## src/rtl/field_pack_arbiter.sv

```systemverilog
// rtl/field_pack_arbiter.sv - round-robin requester arbiter with burst lock feeding one registered packed-word output
module field_pack_arbiter #(
    parameter int                N_REQ     = 4,
    parameter int                DATA_W    = 16,
    parameter int                HDR_W     = 12,
    parameter logic [HDR_W-1:0]  HDR_VAL   = 12'h345,
    parameter int                MAX_BURST = 1,
    localparam int               ID_W      = $clog2(N_REQ),
    localparam int               OUT_W     = HDR_W + ID_W + DATA_W
) (
    input  logic                    i_clk,
    input  logic                    i_arst,
    input  logic [N_REQ-1:0]        i_req_valid,
    input  logic [N_REQ*DATA_W-1:0] i_req_data,
    output logic [N_REQ-1:0]        o_req_ready,
    output logic                    o_out_valid,
    output logic [OUT_W-1:0]        o_out_data,
    input  logic                    i_out_ready
);
    localparam int               CNT_W       = $clog2(MAX_BURST + 1);
    localparam logic [ID_W:0]    N_REQ_L     = (ID_W+1)'(N_REQ);
    localparam logic [ID_W-1:0]  LAST_ID     = ID_W'(N_REQ - 1);
    localparam logic [CNT_W-1:0] MAX_BURST_L = CNT_W'(MAX_BURST);

    typedef enum logic {S_EMPTY = 1'b0, S_FULL = 1'b1} state_t;

    state_t           state_q, state_d;
    logic [OUT_W-1:0] data_q, data_d;
    logic [ID_W-1:0]  ptr_q, ptr_d;
    logic [CNT_W-1:0] burst_q, burst_d;

    logic [ID_W-1:0]  grant;
    logic [ID_W:0]    idx;
    logic             found;
    logic             slot_free;
    logic             accept;
    logic [CNT_W-1:0] n;

    // ptr + i stays below 2*N_REQ, so one conditional subtract is a full mod N_REQ
    always_comb begin
        grant = '0;
        found = 1'b0;
        idx   = '0;
        for (int i = 0; i < N_REQ; i++) begin
            idx = {1'b0, ptr_q} + (ID_W+1)'(i);
            if (idx >= N_REQ_L) begin
                idx = idx - N_REQ_L;
            end
            if (!found && i_req_valid[idx[ID_W-1:0]]) begin
                found = 1'b1;
                grant = idx[ID_W-1:0];
            end
        end
    end

    assign slot_free   = (state_q == S_EMPTY) || i_out_ready;
    assign accept      = !i_arst && slot_free && found;
    assign o_req_ready = accept ? (N_REQ'(1) << grant) : '0;
    assign o_out_valid = (state_q == S_FULL);
    assign o_out_data  = data_q;

    always_comb begin
        state_d = state_q;
        data_d  = data_q;
        ptr_d   = ptr_q;
        burst_d = burst_q;
        n       = (grant == ptr_q && burst_q != '0) ? burst_q + 1'b1 : CNT_W'(1);
        case (state_q)
            S_EMPTY: begin
                if (accept) begin
                    state_d = S_FULL;
                end
            end
            S_FULL: begin
                if (i_out_ready && !accept) begin
                    state_d = S_EMPTY;
                end
            end
            default: state_d = S_EMPTY;
        endcase
        if (accept) begin
            data_d = {HDR_VAL, grant, i_req_data[grant*DATA_W +: DATA_W]};
            // A finished burst hands the search start to the next requester
            if (n == MAX_BURST_L) begin
                ptr_d   = (grant == LAST_ID) ? '0 : grant + 1'b1;
                burst_d = '0;
            end else begin
                ptr_d   = grant;
                burst_d = n;
            end
        end
    end

    always_ff @(posedge i_clk or posedge i_arst) begin
        if (i_arst) begin
            state_q <= S_EMPTY;
            data_q  <= '0;
            ptr_q   <= '0;
            burst_q <= '0;
        end else begin
            state_q <= state_d;
            data_q  <= data_d;
            ptr_q   <= ptr_d;
            burst_q <= burst_d;
        end
    end
endmodule

```

## config.mk

```make
export PLATFORM = sky130hd
export DESIGN_NAME = field_pack_arbiter
export DESIGN_NICKNAME = d
export VERILOG_FILES = /design/src/rtl/field_pack_arbiter.sv
export SDC_FILE = /design/constraint.sdc
export NUM_CORES = 1
export LEC_CHECK = 0
export ABC_AREA = 1
export CAP_MARGIN = 25
export CELL_PAD_IN_SITES_DETAIL_PLACEMENT = 2
export CELL_PAD_IN_SITES_GLOBAL_PLACEMENT = 2
export CORE_MARGIN = 2
export CORE_UTILIZATION = 20
export CTS_CLUSTER_DIAMETER = 150
export DETAILED_ROUTE_END_ITERATION = 16
export PLACE_DENSITY_LB_ADDON = 0.1
export SETUP_SLACK_MARGIN = 0.02
export SLEW_MARGIN = 20
export SYNTH_ARGS = -nofsm -noshare
export SYNTH_HDL_FRONTEND = slang
export SYNTH_SLANG_ARGS = --single-unit
export TNS_END_PERCENT = 20
```

## constraint.sdc

```tcl
create_clock -name i_clk -period 4 [get_ports i_clk]
set_input_delay 1 -clock i_clk [delete_from_list [all_inputs] [get_ports i_clk]]
set_output_delay 1 -clock i_clk [all_outputs]
set_load 0.005 [all_outputs]
```

==> flow_summary.yaml, run 1 <==
clocking:
  cts_tree: "done"
  cts-buffers-inserted: 3
  clockBufferDepth: 2
  ctsHoldBuffers: 0
  clkLatencyLatePin_ns: 0.26
  clk_pin_slew_ns: 0.08
  cts_max_level: 1
  clock-sinks: 22
  cts-root-buf: "clkbuf_8"
yosys:
  syn-cell-area_um2: 1970
  netlist_instances: 324
  yosys_warnings: 0
  synth_area_per_cell_um2: 6.08
  yosysSeqAreaShare_pct: 28.0
  netlist-cell-type-count: 24
  ys_ff_latch: 22
power_and_ir_drop:
  total_power_mw: 2.72
  p_leak_nw: 1.64
  ir_drop_mv: 0.313
  powerDensity_nw_per_um2: 846
grt:
  grt_use_total_pct: 15.7
  antenna_found_initial: 0
  overflow: 0
  grt_pass1_wl_um: 13100
  grt_pass1_vias: 2562
  grt_max_degree: 33
drt:
  vias: 2413
  top_layer: "met4"
  initialDrtViolationCount: 23
  met2_length_um: 3960
  post_drt_wl_per_cell_um: 14.3
  via_per_inst: 4.33
  drc: 0
  ant_nets: 0
  finalWirelength_um: 7990
  dr_wl_met3_um: 369
  firstDrtPassIters: 4
  m1WireLength_um: 3610
setup_path:
  worstPathRequired_ns: 3.00
  start_kind: "input pin"
  path_max_fanout: 6
  worst_setup_path_end_kind: "output port"
  arrival_ns: 2.94
  crit_type: "in2out"
timing:
  fmax_ghz: 0.254
  min_period_ns: 3.94
  worst_pin_slew_ns: 0.548
  finClkSkew_ns: 0.00193
  drv_slew: 0
  hold_viol_final: 0
  max_slew_margin_pct: 63.5
  setup_viol_count_final: 0
  setup_ws_ns: 0.0641
  rsz0062_at_grt: "true"
  period_share_pct: 98.4
  tns_ns: 0
finish:
  drive_above_1_share_pct: 13.4
  area_growth_pct: 63.2
  layout_commonest_cell: "nand2_1"
  nFillCells: 1180
  layout_common_cells: "nand2_1 (188), clkdlybuf4s50_1 (96), nand4_1 (33)"
  num_antenna_cells: 0
  nets: 497
place:
  dpl.hpwl_um: 6180
  dpl_worst_slack_ns: -0.0930
  portBuffers: 98
  gp_congestion: 0.749
floorplanning:
  boundaryPins: 106
  die_height_um: 103
  die-area_um2: 10700
  row_count: 36
  core_um2: 9680
  die-width_um: 103
  initial_core_util_pct: 20.3
status:
  status: "finished clean"
hold_path:
  min_path_type: "reg2reg"
run:
  drv_cap: 0
==> repair_timing <==
| action | 4_1_cts | 5_1_grt |
|---|---|---|
| gates resized for setup | 11 | 10 |
| setup endpoints to repair | 4 | 2 |
| buffers inserted | 3 | 4 |
| pin swaps | 2 | 3 |
==> layer usage <==
metal	track usage, %	up-vias
met5	0	-
met2	27.5	60
li1	-	1208
met3	2.49	4
met1	21.0	1141
met4	2.23	0
==> final timing paths <==
kind,start,slack [ns],to,depth (start not counted)
setup / recovery,i_req_valid[1],0.06,o_req_ready[1],14
setup reg to reg,ptr_q[0],1.43,o_out_data[11],13
max in group asynchronous,i_arst,2.58,o_out_data[13],3
min in group asynchronous,i_arst,1.19,ptr_q[1],3
hold reg to reg,o_out_data[6],0.48,o_out_data[6],2
hold / removal,o_out_data[6],0.48,o_out_data[6],2
==> layout make-up <==
type                       instances  area [µm²]  area share (%)
tap                              133         166            5.18
inverter                          16        70.1            2.18
clock buffer                       3        41.3            1.29
timing repair buffer             121        1150            35.8
sequential                        22         551            17.1
multi-input combinational        262        1230            38.4
==> critical path, cell delays in order <==
cell and delay, ns:
clkdlybuf4s50_1 0.48, inv_1 0.07, nand2_2 0.10, nand3_2 0.10, nand2_2 0.09, inv_1 0.08, nand3_4 0.09, nand2_2 0.06
inv_2 0.06, o21ai_4 0.06, inv_4 0.10, nand2_1 0.09, inv_1 0.07, clkdlybuf4s50_1 0.49
==> stage by stage <==
step           instance area (µm²)  utilization [%]  hold slack, ns  instances
2_1_floorplan                 1990                -           0.472        330
3_3_place_gp                  3050             31.5           0.462        547
3_5_place_dp                  3050             31.5           0.470        547
4_1_cts                       3140             32.4           0.492        553
5_1_grt                       3210             33.2           0.508        557
6_report                      3210             33.2           0.483        557
==> power breakdown <==
| part | total [mW] | internal [mW] | switching, mW | leakage (nW) |
|---|---|---|---|---|
| Sequential | 0.405 | 0.322 | 0.0824 | 0.270 |
| Clock | 0.140 | 0.0672 | 0.0731 | 0.0216 |
| Combinational | 2.17 | 0.864 | 1.31 | 1.35 |
==> logic make-up (layout without fill, tap and decap cells) <==
family / count (synthesis) / count (layout) / share of synthesized area (%)
compound gates: 7 / 7 / 2.92
buf+inv: 46 / 140 / 14.3
flops: 22 / 22 / 28.0
simple gates: 248 / 248 / 54.6
other cells: 1 / 7 / 0.190
==> synthesized netlist by cell type, drive strengths merged <==
master  instances  area, µm²
inv            16       70.1
nand2         200        761
nor2            4       22.5
o21a            1       7.51
o211ai          1       12.5
nand3          10       80.1
conb            1       3.75
o21ai           4       31.3
dfrtp          22        551
or2             1       6.26
buf            30        211
nand4          33        206
a31oi           1       6.26
==> flip-flops by register name, summed over array words and instances (netlist names) <==
name and flops:
ptr_q 2, o_out_valid 1, o_out_data 19
No activity file was read; power rests on OpenSTA's default activity.
==> inputs of run 2 (changes only) <==
--- a/config.mk
+++ b/config.mk
@@ -14,7 +14,7 @@
 export CTS_CLUSTER_DIAMETER = 150
 export DETAILED_ROUTE_END_ITERATION = 16
 export PLACE_DENSITY_LB_ADDON = 0.1
-export SETUP_SLACK_MARGIN = 0.02
+export SETUP_SLACK_MARGIN = 0.1
 export SLEW_MARGIN = 20
 export SYNTH_ARGS = -nofsm -noshare
 export SYNTH_HDL_FRONTEND = slang
==> run 2 against run 1 <==
Total power is 1.9% higher. Sequential share of layout area shrank 0.11 points. Cell count up 0.36%. Utilization is 0.22 points higher. Sequential power about the same. Hold slack hardly changed. First-iteration DRC count increased by 39%. Non-clock buffer count rose by 2. Setup slack better by 0.087 ns.
==> flow_summary.yaml, run 2 (same netlist as run 1, synthesis figures left out) <==
floorplanning:
  die-width_um: 103
  die-area_um2: 10700
  initial_core_util_pct: 20.3
  die_height_um: 103
  row_count: 36
  boundaryPins: 106
  core_um2: 9680
place:
  gp_congestion: 0.749
  dpl.hpwl_um: 6180
  portBuffers: 98
finish:
  drive_above_1_share_pct: 14.6
  layout_common_cells: "nand2_1 (185), clkdlybuf4s50_1 (93), nand4_1 (33)"
  nFillCells: 1180
  layout_commonest_cell: "nand2_1"
  seqCellArea_um2: 551
  largest_reg_flops: 19
  num_antenna_cells: 0
  multi_input_area_um2: 1240
  area_growth_pct: 64.2
  nets: 499
timing:
  setup_viol_count_final: 0
  period_share_pct: 96.2
  max_slew_margin_pct: 62.9
  drv_slew: 0
  min_period_ns: 3.85
  fmax_ghz: 0.260
  rsz0062_at_grt: "true"
  finClkSkew_ns: 0.00242
  worst_pin_slew_ns: 0.557
  worst_hold_slack_ns: 0.483
  hold_viol_final: 0
clocking:
  clk_pin_slew_ns: 0.08
  clockBufferDepth: 2
  clock-sinks: 22
  cts_tree: "done"
  cts-root-buf: "clkbuf_8"
  clkLatencyLatePin_ns: 0.26
  cts-buffers-inserted: 3
  cts_max_level: 1
setup_path:
  worstPathRequired_ns: 3.00
  path_max_fanout: 4
  worst_setup_path_end_kind: "output port"
  rr_endpoint: "o_out_data[8]"
  reg2reg_depth: 14
  arrival_ns: 2.85
  timing.rr.start: "ptr_q[0]"
  start_kind: "input pin"
  crit_type: "in2out"
  reg2reg_slack_ns: 1.33
grt:
  grt_pass1_wl_um: 13100
  grt_use_total_pct: 15.7
  grt_max_degree: 33
  antenna_found_initial: 0
  overflow: 0
  grt_pass1_vias: 2560
drt:
  via_per_inst: 4.31
  post_drt_wl_per_cell_um: 14.5
  firstDrtPassIters: 3
  vias: 2412
  ant_nets: 0
  initialDrtViolationCount: 32
  finalWirelength_um: 8090
  drc: 0
hold_path:
  worstHoldPathCells: 2
  worstHoldStart: "o_out_data[6]"
  min_path_type: "reg2reg"
  min_to: "o_out_data[6]"
power_and_ir_drop:
  powerDensity_nw_per_um2: 857
  p_leak_nw: 1.68
  total_power_mw: 2.77
  ir_drop_mv: 0.304
status:
  status: "finished clean"
run:
  drv_cap: 0
run 2: layout make-up:
| cell class | instances | area share (%) |
|---|---|---|
| clock buffers | 3 | 1.28 |
| inverters | 16 | 2.17 |
| multi-input cells | 262 | 38.2 |
| flip-flops and latches | 22 | 17.0 |
| well taps | 133 | 5.15 |
| repair buffers | 123 | 36.2 |
run 2: repair_timing:
action,CTS,global route
pin swaps,3,6
endpoints found under the setup margin,4,4
hold buffers,0,0
setup buffers,3,6
hold endpoints to repair,0,0
gates resized for setup,12,15
run 2: metrics by stage:
step,utilization (%),setup WS [ns],cell area [µm²],setup TNS (ns),cells
3_3_place_gp,31.5,-0.00776,3050,-0.00776,547
4_1_cts,32.4,0.0361,3140,0,553
5_1_grt,33.4,0.00796,3230,0,559
6_report,33.4,0.151,3230,0,559
3_5_place_dp,31.5,-0.0930,3050,-0.314,547
2_1_floorplan,-,0.859,1990,0,330
run 2: power by group:
group / switching [mW] / total [mW] / internal [mW]
registers: 0.0843 / 0.407 / 0.322
clock network: 0.0736 / 0.141 / 0.0673
logic: 1.33 / 2.22 / 0.896
run 2: how the worst max path moves through the flow:
stage	depth (start not counted)	from	to
floorplan	8	i_arst	o_req_ready[3]
global placement	14	i_req_valid[1]	o_req_ready[3]
detailed placement	14	i_req_valid[1]	o_req_ready[3]
CTS	14	i_req_valid[2]	o_req_ready[1]
global route	15	i_req_valid[3]	o_req_ready[0]
finish	15	i_req_valid[1]	o_req_ready[3]
run 2: metal layers:
| metal | vias up | wire length, µm | global-route usage, % |
|---|---|---|---|
| met3 | 4 | 335 | 2.49 |
| met4 | 0 | 53 | 2.23 |
| met5 | - | 0 | 0 |
| met2 | 58 | 4050 | 27.4 |
| met1 | 1139 | 3650 | 21.0 |
| li1 | 1211 | - | - |
run 2: critical path: stages:
cell,delay (ns)
clkdlybuf4s50_1,0.42
inv_1,0.09
nand2_2,0.09
nand3_4,0.13
nand2_4,0.07
nor2_4,0.12
nand3_4,0.12
nand2_2,0.09
inv_2,0.04
o21ai_4,0.07
inv_4,0.06
buf_4,0.14
nand2_1,0.09
nor2_1,0.04
dlygate4sd2_1,0.26
==> inputs of run 3 (changes only) <==
--- a/config.mk
+++ b/config.mk
@@ -13,8 +13,10 @@
 export CORE_UTILIZATION = 20
 export CTS_CLUSTER_DIAMETER = 150
 export DETAILED_ROUTE_END_ITERATION = 16
+export HOLD_SLACK_MARGIN = 0.03
 export PLACE_DENSITY_LB_ADDON = 0.1
 export SETUP_SLACK_MARGIN = 0.1
+export SKIP_CTS_REPAIR_TIMING = 1
 export SLEW_MARGIN = 20
 export SYNTH_ARGS = -nofsm -noshare
 export SYNTH_HDL_FRONTEND = slang
==> run 3 against run 2 <==
The flow now finishes with violations (setup timing). First-iteration DRC count down 28%. Cell area down 3.9%. Die area unchanged. Total power down 5.7%. Register-to-register slack better by 0.11 ns. Critical endpoint unchanged. Largest power group unchanged. Highest routed layer unchanged.
==> flow_summary.yaml, run 3 (same netlist as run 1, synthesis figures left out) <==
finish:
  largest_reg_flops: 19
  nFillCells: 1188
  layout_commonest_cell: "nand2_1"
  multi_input_area_um2: 1180
  num_antenna_cells: 0
  area_growth_pct: 57.9
  nets: 490
  drive_above_1_share_pct: 9.35
  layout_common_cells: "nand2_1 (193), clkdlybuf4s50_1 (97), nand4_1 (33)"
  seqCellArea_um2: 551
  instances_no_fill: 550
clocking:
  clockBufferDepth: 2
  clock-sinks: 22
  cts-buffers-inserted: 3
  cts_max_level: 1
  clk_pin_slew_ns: 0.08
  cts-root-buf: "clkbuf_8"
  clkLatencyLatePin_ns: 0.26
  cts_tree: "done"
grt:
  grt_util_met1_pct: 21.0
  grt_pass1_vias: 2509
  grt.met3_usage_pct: 2.22
  grt_use_total_pct: 15.5
  grt_pass1_wl_um: 12900
  overflow: 0
  antenna_found_initial: 0
  use_met2_pct: 27.1
  grt_max_degree: 33
  grt-busiest-layer: "met2"
timing:
  drv_slew: 0
  period_share_pct: 101
  fmax_ghz: 0.248
  min_period_ns: 4.04
  setup_ws_ns: -0.0387
  rsz0062_at_grt: "true"
  hold_viol_final: 0
  setup_viol_count_final: 3
  finClkSkew_ns: 0.00281
drt:
  ant_nets: 0
  drc: 0
  firstDrtPassIters: 3
  via_per_inst: 4.33
  initialDrtViolationCount: 23
  finalWirelength_um: 7840
  vias: 2384
  post_drt_wl_per_cell_um: 14.3
floorplanning:
  boundaryPins: 106
  initial_core_util_pct: 20.3
  core_um2: 9680
  die-width_um: 103
  die-area_um2: 10700
  die_height_um: 103
  row_count: 36
status:
  failed_checks: "setup timing"
  status: "complete, but fails checks"
place:
  dpl.hpwl_um: 6180
  dpl_worst_slack_ns: -0.0930
  gp_congestion: 0.749
  portBuffers: 98
  post-place-cells: 547
power_and_ir_drop:
  p_leak_nw: 1.60
  powerDensity_nw_per_um2: 840
  ir_drop_mv: 0.268
setup_path:
  reg2reg_depth: 13
  path_max_fanout: 9
  worst_setup_path_end_kind: "output port"
  start_kind: "input pin"
  worstPathRequired_ns: 3.00
  arrival_ns: 3.04
  crit_type: "in2out"
hold_path:
  worstHoldPathCells: 2
  min_path_type: "reg2reg"
run:
  drv_cap: 0
[run 3: final cells by class]
| cell class | instances | area share (%) |
|---|---|---|
| sequential | 22 | 17.7 |
| tap | 133 | 5.35 |
| multi-input combinational | 262 | 37.9 |
| inverter | 16 | 2.25 |
| clock buffer | 3 | 1.33 |
| timing repair buffer | 114 | 35.5 |
[run 3: worst paths after layout]
kind                           startpoint              to  slack, ns
setup / recovery           i_req_valid[3]  o_req_ready[3]      -0.04
hold / removal              o_out_data[6]   o_out_data[6]       0.48
setup reg to reg                 ptr_q[0]   o_out_data[8]       1.44
hold reg to reg             o_out_data[6]   o_out_data[6]       0.48
max in group asynchronous          i_arst   o_out_data[5]       2.58
min in group asynchronous          i_arst     o_out_valid       1.19
[run 3: where the power goes]
part	internal, mW	switching (mW)
logic	0.797	1.27
registers	0.322	0.0775
clock network	0.0673	0.0744
total	1.19	1.43
[run 3: per-stage QoR]
step	util [%]	area (µm²)	hold slack [ns]	TNS (ns)	power [mW]
after floorplan	-	1990	0.472	0	1.78
after global placement	31.5	3050	0.462	-0.00776	2.48
after detailed placement	31.5	3050	0.470	-0.314	2.52
after CTS	31.9	3090	0.492	-0.321	2.67
after global routing	32.1	3110	0.508	-0.561	2.99
final	32.1	3110	0.484	-0.0692	2.61
[run 3: critical path, cell delays in order]
cell,delay [ns]
clkdlybuf4s50_1,0.48
inv_1,0.06
nand2_1,0.07
nand3_1,0.14
nand2_2,0.14
nor2_4,0.06
nand3_4,0.09
nand2_2,0.07
inv_2,0.07
o21ai_4,0.06
inv_4,0.12
nand2_2,0.08
nor2_1,0.09
clkdlybuf4s50_1,0.51
[run 3: routing by layer]
| metal | vias to the layer above | share of wire [%] |
|---|---|---|
| met1 | 1128 | 46 |
| met2 | 58 | 49 |
| met3 | 4 | 4.2 |
| li1 | 1194 | - |
| met4 | 0 | 0.68 |
| met5 | - | 0 |
